<file path="src/rtl/imm_decode_stage.sv">
// Registered RV32I/RV64I immediate-decode stage with valid/ready handshake and optional skid entry.
// Optional feature macro: ZICSR_EN (CSR immediate forms decode as fmt Z with a zero-extended uimm).
module imm_decode_stage #(
    parameter int XLEN = 32,
    parameter int SKID = 1
) (
    input  logic            clk,
    input  logic            rst_n,
    input  logic            flush,
    input  logic            in_valid,
    output logic            in_ready,
    input  logic [31:0]     in_instr,
    input  logic [XLEN-1:0] in_pc,
    output logic            out_valid,
    input  logic            out_ready,
    output logic [XLEN-1:0] out_imm,
    output logic [2:0]      out_fmt,
    output logic            out_illegal,
    output logic [31:0]     out_instr,
    output logic [XLEN-1:0] out_pc
);

    localparam logic [2:0] FMT_NONE = 3'd0;
    localparam logic [2:0] FMT_I    = 3'd1;
    localparam logic [2:0] FMT_S    = 3'd2;
    localparam logic [2:0] FMT_B    = 3'd3;
    localparam logic [2:0] FMT_U    = 3'd4;
    localparam logic [2:0] FMT_J    = 3'd5;
    localparam logic [2:0] FMT_R    = 3'd6;
    localparam logic [2:0] FMT_Z    = 3'd7;

    localparam logic [6:0] OPC_LOAD     = 7'b0000011;
    localparam logic [6:0] OPC_MISC_MEM = 7'b0001111;
    localparam logic [6:0] OPC_OP_IMM   = 7'b0010011;
    localparam logic [6:0] OPC_AUIPC    = 7'b0010111;
    localparam logic [6:0] OPC_OP_IMM32 = 7'b0011011;
    localparam logic [6:0] OPC_STORE    = 7'b0100011;
    localparam logic [6:0] OPC_OP       = 7'b0110011;
    localparam logic [6:0] OPC_LUI      = 7'b0110111;
    localparam logic [6:0] OPC_OP32     = 7'b0111011;
    localparam logic [6:0] OPC_BRANCH   = 7'b1100011;
    localparam logic [6:0] OPC_JALR     = 7'b1100111;
    localparam logic [6:0] OPC_JAL      = 7'b1101111;
    localparam logic [6:0] OPC_SYSTEM   = 7'b1110011;

    function automatic logic [XLEN-1:0] sext32(input logic [31:0] v);
        return XLEN'($signed(v));
    endfunction

    // ------------------------------------------------------------------
    // Combinational decode of the incoming word
    // ------------------------------------------------------------------
    logic [6:0]      opcode;
    logic [2:0]      funct3;
    logic            is_shift;
    logic [XLEN-1:0] dec_imm;
    logic [2:0]      dec_fmt;
    logic            dec_illegal;
    logic [31:0]     imm_i32;

    assign opcode   = in_instr[6:0];
    assign funct3   = in_instr[14:12];
    assign is_shift = (funct3 == 3'b001) || (funct3 == 3'b101);
    assign imm_i32  = {{20{in_instr[31]}}, in_instr[31:20]};

    always_comb begin
        dec_imm     = '0;
        dec_fmt     = FMT_NONE;
        dec_illegal = 1'b0;
        case (opcode)
            OPC_LOAD, OPC_JALR: begin
                dec_fmt = FMT_I;
                dec_imm = sext32(imm_i32);
            end
            OPC_OP_IMM: begin
                dec_fmt = FMT_I;
                if (is_shift) begin
                    if (XLEN == 64) begin
                        dec_imm = XLEN'(in_instr[25:20]);
                    end else begin
                        dec_imm     = XLEN'(in_instr[24:20]);
                        dec_illegal = in_instr[25];
                    end
                end else begin
                    dec_imm = sext32(imm_i32);
                end
            end
            OPC_OP_IMM32: begin
                if (XLEN == 64) begin
                    dec_fmt = FMT_I;
                    dec_imm = is_shift ? XLEN'(in_instr[24:20]) : sext32(imm_i32);
                end else begin
                    dec_illegal = 1'b1;
                end
            end
            OPC_STORE: begin
                dec_fmt = FMT_S;
                dec_imm = sext32({{20{in_instr[31]}}, in_instr[31:25], in_instr[11:7]});
            end
            OPC_BRANCH: begin
                dec_fmt = FMT_B;
                dec_imm = sext32({{19{in_instr[31]}}, in_instr[31], in_instr[7],
                                  in_instr[30:25], in_instr[11:8], 1'b0});
            end
            OPC_LUI, OPC_AUIPC: begin
                dec_fmt = FMT_U;
                dec_imm = sext32({in_instr[31:12], 12'b0});
            end
            OPC_JAL: begin
                dec_fmt = FMT_J;
                dec_imm = sext32({{11{in_instr[31]}}, in_instr[31], in_instr[19:12],
                                  in_instr[20], in_instr[30:21], 1'b0});
            end
            OPC_OP: begin
                dec_fmt = FMT_R;
            end
            OPC_OP32: begin
                if (XLEN == 64) begin
                    dec_fmt = FMT_R;
                end else begin
                    dec_illegal = 1'b1;
                end
            end
            OPC_MISC_MEM: begin
                dec_fmt = FMT_NONE;
            end
            OPC_SYSTEM: begin
`ifdef ZICSR_EN
                if (funct3[2]) begin
                    dec_fmt = FMT_Z;
                    dec_imm = XLEN'(in_instr[19:15]);
                end
`else
                dec_fmt = FMT_NONE;
`endif
            end
            default: begin
                dec_illegal = 1'b1;
            end
        endcase
    end

    // ------------------------------------------------------------------
    // Output register and skid entry
    // ------------------------------------------------------------------
    logic            out_valid_q, out_valid_d;
    logic [XLEN-1:0] out_imm_q, out_imm_d;
    logic [2:0]      out_fmt_q, out_fmt_d;
    logic            out_illegal_q, out_illegal_d;
    logic [31:0]     out_instr_q, out_instr_d;
    logic [XLEN-1:0] out_pc_q, out_pc_d;

    logic            skid_valid_q, skid_valid_d;
    logic [XLEN-1:0] skid_imm_q, skid_imm_d;
    logic [2:0]      skid_fmt_q, skid_fmt_d;
    logic            skid_illegal_q, skid_illegal_d;
    logic [31:0]     skid_instr_q, skid_instr_d;
    logic [XLEN-1:0] skid_pc_q, skid_pc_d;

    logic in_ready_w;
    logic accept;
    logic out_free;

    // With the skid entry, in_ready comes straight from a flop so out_ready never reaches upstream.
    assign in_ready_w = (SKID != 0) ? !skid_valid_q : (!out_valid_q || out_ready);
    assign accept     = in_valid && in_ready_w && !flush;
    assign out_free   = !out_valid_q || out_ready;

    always_comb begin
        out_valid_d    = out_valid_q;
        out_imm_d      = out_imm_q;
        out_fmt_d      = out_fmt_q;
        out_illegal_d  = out_illegal_q;
        out_instr_d    = out_instr_q;
        out_pc_d       = out_pc_q;
        skid_valid_d   = skid_valid_q;
        skid_imm_d     = skid_imm_q;
        skid_fmt_d     = skid_fmt_q;
        skid_illegal_d = skid_illegal_q;
        skid_instr_d   = skid_instr_q;
        skid_pc_d      = skid_pc_q;

        if (flush) begin
            out_valid_d  = 1'b0;
            skid_valid_d = 1'b0;
        end else if (out_free) begin
            // The skid entry is always older than anything on the input, so it goes first.
            if (skid_valid_q) begin
                out_valid_d   = 1'b1;
                out_imm_d     = skid_imm_q;
                out_fmt_d     = skid_fmt_q;
                out_illegal_d = skid_illegal_q;
                out_instr_d   = skid_instr_q;
                out_pc_d      = skid_pc_q;
                skid_valid_d  = 1'b0;
            end else if (accept) begin
                out_valid_d   = 1'b1;
                out_imm_d     = dec_imm;
                out_fmt_d     = dec_fmt;
                out_illegal_d = dec_illegal;
                out_instr_d   = in_instr;
                out_pc_d      = in_pc;
            end else begin
                out_valid_d = 1'b0;
            end
        end else if (accept && (SKID != 0)) begin
            skid_valid_d   = 1'b1;
            skid_imm_d     = dec_imm;
            skid_fmt_d     = dec_fmt;
            skid_illegal_d = dec_illegal;
            skid_instr_d   = in_instr;
            skid_pc_d      = in_pc;
        end
    end

    always_ff @(posedge clk or negedge rst_n) begin
        if (!rst_n) begin
            out_valid_q    <= 1'b0;
            out_imm_q      <= '0;
            out_fmt_q      <= FMT_NONE;
            out_illegal_q  <= 1'b0;
            out_instr_q    <= '0;
            out_pc_q       <= '0;
            skid_valid_q   <= 1'b0;
            skid_imm_q     <= '0;
            skid_fmt_q     <= FMT_NONE;
            skid_illegal_q <= 1'b0;
            skid_instr_q   <= '0;
            skid_pc_q      <= '0;
        end else begin
            out_valid_q    <= out_valid_d;
            out_imm_q      <= out_imm_d;
            out_fmt_q      <= out_fmt_d;
            out_illegal_q  <= out_illegal_d;
            out_instr_q    <= out_instr_d;
            out_pc_q       <= out_pc_d;
            skid_valid_q   <= skid_valid_d;
            skid_imm_q     <= skid_imm_d;
            skid_fmt_q     <= skid_fmt_d;
            skid_illegal_q <= skid_illegal_d;
            skid_instr_q   <= skid_instr_d;
            skid_pc_q      <= skid_pc_d;
        end
    end

    assign in_ready    = in_ready_w;
    assign out_valid   = out_valid_q;
    assign out_imm     = out_imm_q;
    assign out_fmt     = out_fmt_q;
    assign out_illegal = out_illegal_q;
    assign out_instr   = out_instr_q;
    assign out_pc      = out_pc_q;

endmodule

</file>
<file path="config.mk">
export PLATFORM = sky130hd
export DESIGN_NAME = imm_decode_stage
export DESIGN_NICKNAME = d
export VERILOG_FILES = /design/src/rtl/imm_decode_stage.sv
export SDC_FILE = /design/constraint.sdc
export NUM_CORES = 1
export LEC_CHECK = 0
export ABC_AREA = 1
export CELL_PAD_IN_SITES_DETAIL_PLACEMENT = 1
export CELL_PAD_IN_SITES_GLOBAL_PLACEMENT = 2
export CORE_MARGIN = 2
export CORE_UTILIZATION = 33
export DETAILED_ROUTE_END_ITERATION = 8
export GPL_ROUTABILITY_DRIVEN = 0
export PLACE_DENSITY_LB_ADDON = 0.2
export SLEW_MARGIN = 0
export SYNTH_ARGS = -nofsm -noshare
export SYNTH_HDL_FRONTEND = slang
export SYNTH_SLANG_ARGS = --single-unit
</file>
<file path="constraint.sdc">
create_clock -name clk -period 4.9 [get_ports clk]
set_clock_uncertainty 0.2 [all_clocks]
set_input_delay 0.98 -clock clk [delete_from_list [all_inputs] [get_ports clk]]
set_output_delay 0.98 -clock clk [all_outputs]
set_load 0.01 [all_outputs]
</file>
==> summary.txt <==
Post-DP Area -> 11150 um2
setup TNS -> 0 ns
Port-buffer cells -> 170
hold_sp -> out_pc[26]
WP data required -> 3.72 ns
crit path from -> skid_valid_q
1st-iter DRT viols -> 462
Clock Latency Late Sink -> 0.51 ns
Die H -> 170.6 um
setup ws final -> 1.493 ns
die area -> 29090 um2
Distinct cells, synth -> 24
leakage power -> 5.885 nW
worst hold slack -> 0.2798 ns
Critical Path Sink Type -> output pin
max_cap viols -> 0
CP Data Arrival Time -> 2.23 ns
post-route ant nets -> 0
Slew Viols, Final -> 0
pre-CTS WS -> 1.216 ns
hpwl dp -> 18140 um
antenna violations before repair -> 2
endpoints failing setup -> 0
RSZ-0062 raised after global routing -> no
Max Root-Sink Buffers -> 3
slowest CP cell -> clkdlybuf4s50_1
layout cells sized above 1 -> 0.05513
minimum clock period -> 3.407 ns
worst vdd ir -> 0.2062 mV
cts hold-fix bufs -> 0
number of global-route vias before repair -> 8235
via count -> 7966
relative slew slack -> 0.3385
H-tree levels -> 1
Avg WL per Cell -> 16.03 um
final wirelength -> 26940 um
Setup crit start kind -> register
post-CTS resize count -> 0
Initial Util -> 0.3378
clk sinks -> 202
Final Cell Area -> 11900 um2
syn nets -> 1219
Tcrit/Tclk final -> 0.6952
CTS tree -> built
Reg clk slew, reported paths -> 0.06 ns
Avg Inst Size Synth -> 7.961 um2
residual DRC count -> 0
utilization after layout -> 0.4392
f_max -> 293.5 MHz
total track usage -> 0.1904
Post-Syn Area -> 9155 um2
worst hold path type -> reg2reg
CTS buffer count -> 24
CP Class -> reg2out
Pre-antenna DRT Iters -> 5
synth warn -> 0
row cnt -> 60
fin nets -> 1358
crit path cell chain -> inv_4, clkdlybuf4s50_1
slowest stage delay, CP -> 0.69 ns
final hold violation count -> 0
clk root buf -> clkbuf_16
worst-path maximum fanout -> 35
Syn Inst Count -> 1150
Post-CTS Repair Setup Buffers -> 0
Tightest Pin Transition -> 0.9923 ns
#FFs+latches synth -> 202
Area Overhead vs Synth -> 30.01%
vias per cell -> 4.742
core footprint -> 27100 um2
sequential area share after synthesis -> 0.5521
Pwr Density -> 396.8 nW/um2
global route overflow -> 0
# IOs -> 171
status -> finished clean
Worst R2R Start -> skid_valid_q
largest net degree at the start of global routing -> 101
Die W -> 170.6 um
first-pass GRT wire length -> 44800 um
[cell usage in the layout, fill, tap and decap left out, types with 13 or more instances in the layout]
cell type and instances:
nand2_1 324, o21ai_0 135, a31oi_1 26, o21ai_1 73
buf_4 13, clkbuf_16 25, clkdlybuf4s50_1 169, inv_1 78
dfrtp_1 202, a21oi_1 31, nand3_1 47, nor2_1 133
[cells in the mapped netlist]
master | instances | share of area
a21oi_4 | 1 | 0.0018
or2_4 | 1 | 0.00096
nand3_2 | 1 | 0.0011
a31oi_1 | 26 | 0.018
clkbuf_1 | 33 | 0.014
nor2_2 | 2 | 0.0014
dfrtp_1 | 202 | 0.55
inv_2 | 7 | 0.0029
and2_1 | 1 | 0.00068
buf_2 | 25 | 0.014
a21oi_1 | 31 | 0.017
nand2_1 | 325 | 0.13
inv_1 | 78 | 0.032
or2_2 | 1 | 0.00068
nand2_2 | 3 | 0.0021
nand3_1 | 47 | 0.026
buf_1 | 11 | 0.0045
buf_4 | 2 | 0.0016
nor2_1 | 133 | 0.055
nor3_1 | 8 | 0.0044
o21ai_1 | 73 | 0.040
nor2_4 | 3 | 0.0037
o21ai_0 | 135 | 0.074
nor3_2 | 1 | 0.0011
[per-layer routing]
metal,global-route usage,vias up,part of all wire
li1,-,3974,-
met1,0.2843,3812,0.50
met2,0.2917,146,0.44
met3,0.02683,34,0.039
met4,0.04534,0,0.017
met5,0,-,0
[state kept, by name, indices dropped and copies added (netlist names)]
| register | count |
|---|---|
| skid_valid_q | 1 |
| out_illegal | 1 |
| out_fmt | 3 |
| skid_instr_q | 32 |
| skid_imm_q | 32 |
| out_imm | 32 |
| out_pc | 32 |
| out_valid | 1 |
| skid_pc_q | 32 |
| skid_fmt_q | 3 |
| out_instr | 32 |
| skid_illegal_q | 1 |
[final timing paths]
| check | to | slack [ns] | cells after the start |
|---|---|---|---|
| setup / recovery | in_ready | 1.49 | 2 |
| hold reg to reg | out_pc[26] | 0.28 | 2 |
| max in group asynchronous | skid_pc_q[2] | 3.09 | 2 |
| setup reg to reg | skid_pc_q[25] | 2.06 | 7 |
| hold / removal | out_pc[26] | 0.28 | 2 |
| min in group asynchronous | out_pc[24] | 0.33 | 1 |
[cell type report]
cell class | count | area (um2)
Fill cell | 3237 | 15200
Inverter | 85 | 324.1
Timing Repair Buffer | 184 | 1823
Antenna cell | 2 | 5.005
Clock buffer | 36 | 706.9
Sequential cell | 202 | 5055
Tap cell | 372 | 465.4
Multi-Input combinational cell | 792 | 3483
Clock inverter | 7 | 40.04
[kinds of logic after synthesis]
kind of cell	after synthesis	share of synthesized area
compound gates	266	0.1502
buf+inv	156	0.06820
simple gates	526	0.2295
flops	202	0.5521
[stage by stage]
stage,power (mW),cells
floorplan,2.595,1150
global placement,3.037,1635
detailed placement,3.073,1635
CTS,4.802,1678
global route,5.007,1679
finish,4.723,1680
[worst max-delay path, delay by kind of cell, from the launching register on]
kind,cells,cell delay (ns)
buf+inv,2,1.08
flops,1,0.62
[power by group]
| part | internal (mW) | total, mW | switching, mW | leakage, nW |
|---|---|---|---|---|
| clock | 0.993 | 1.69 | 0.699 | 0.365 |
| sequential | 2.00 | 2.17 | 0.170 | 2.56 |
| combinational | 0.427 | 0.859 | 0.432 | 2.96 |
Power figures use the tool's default switching activity.
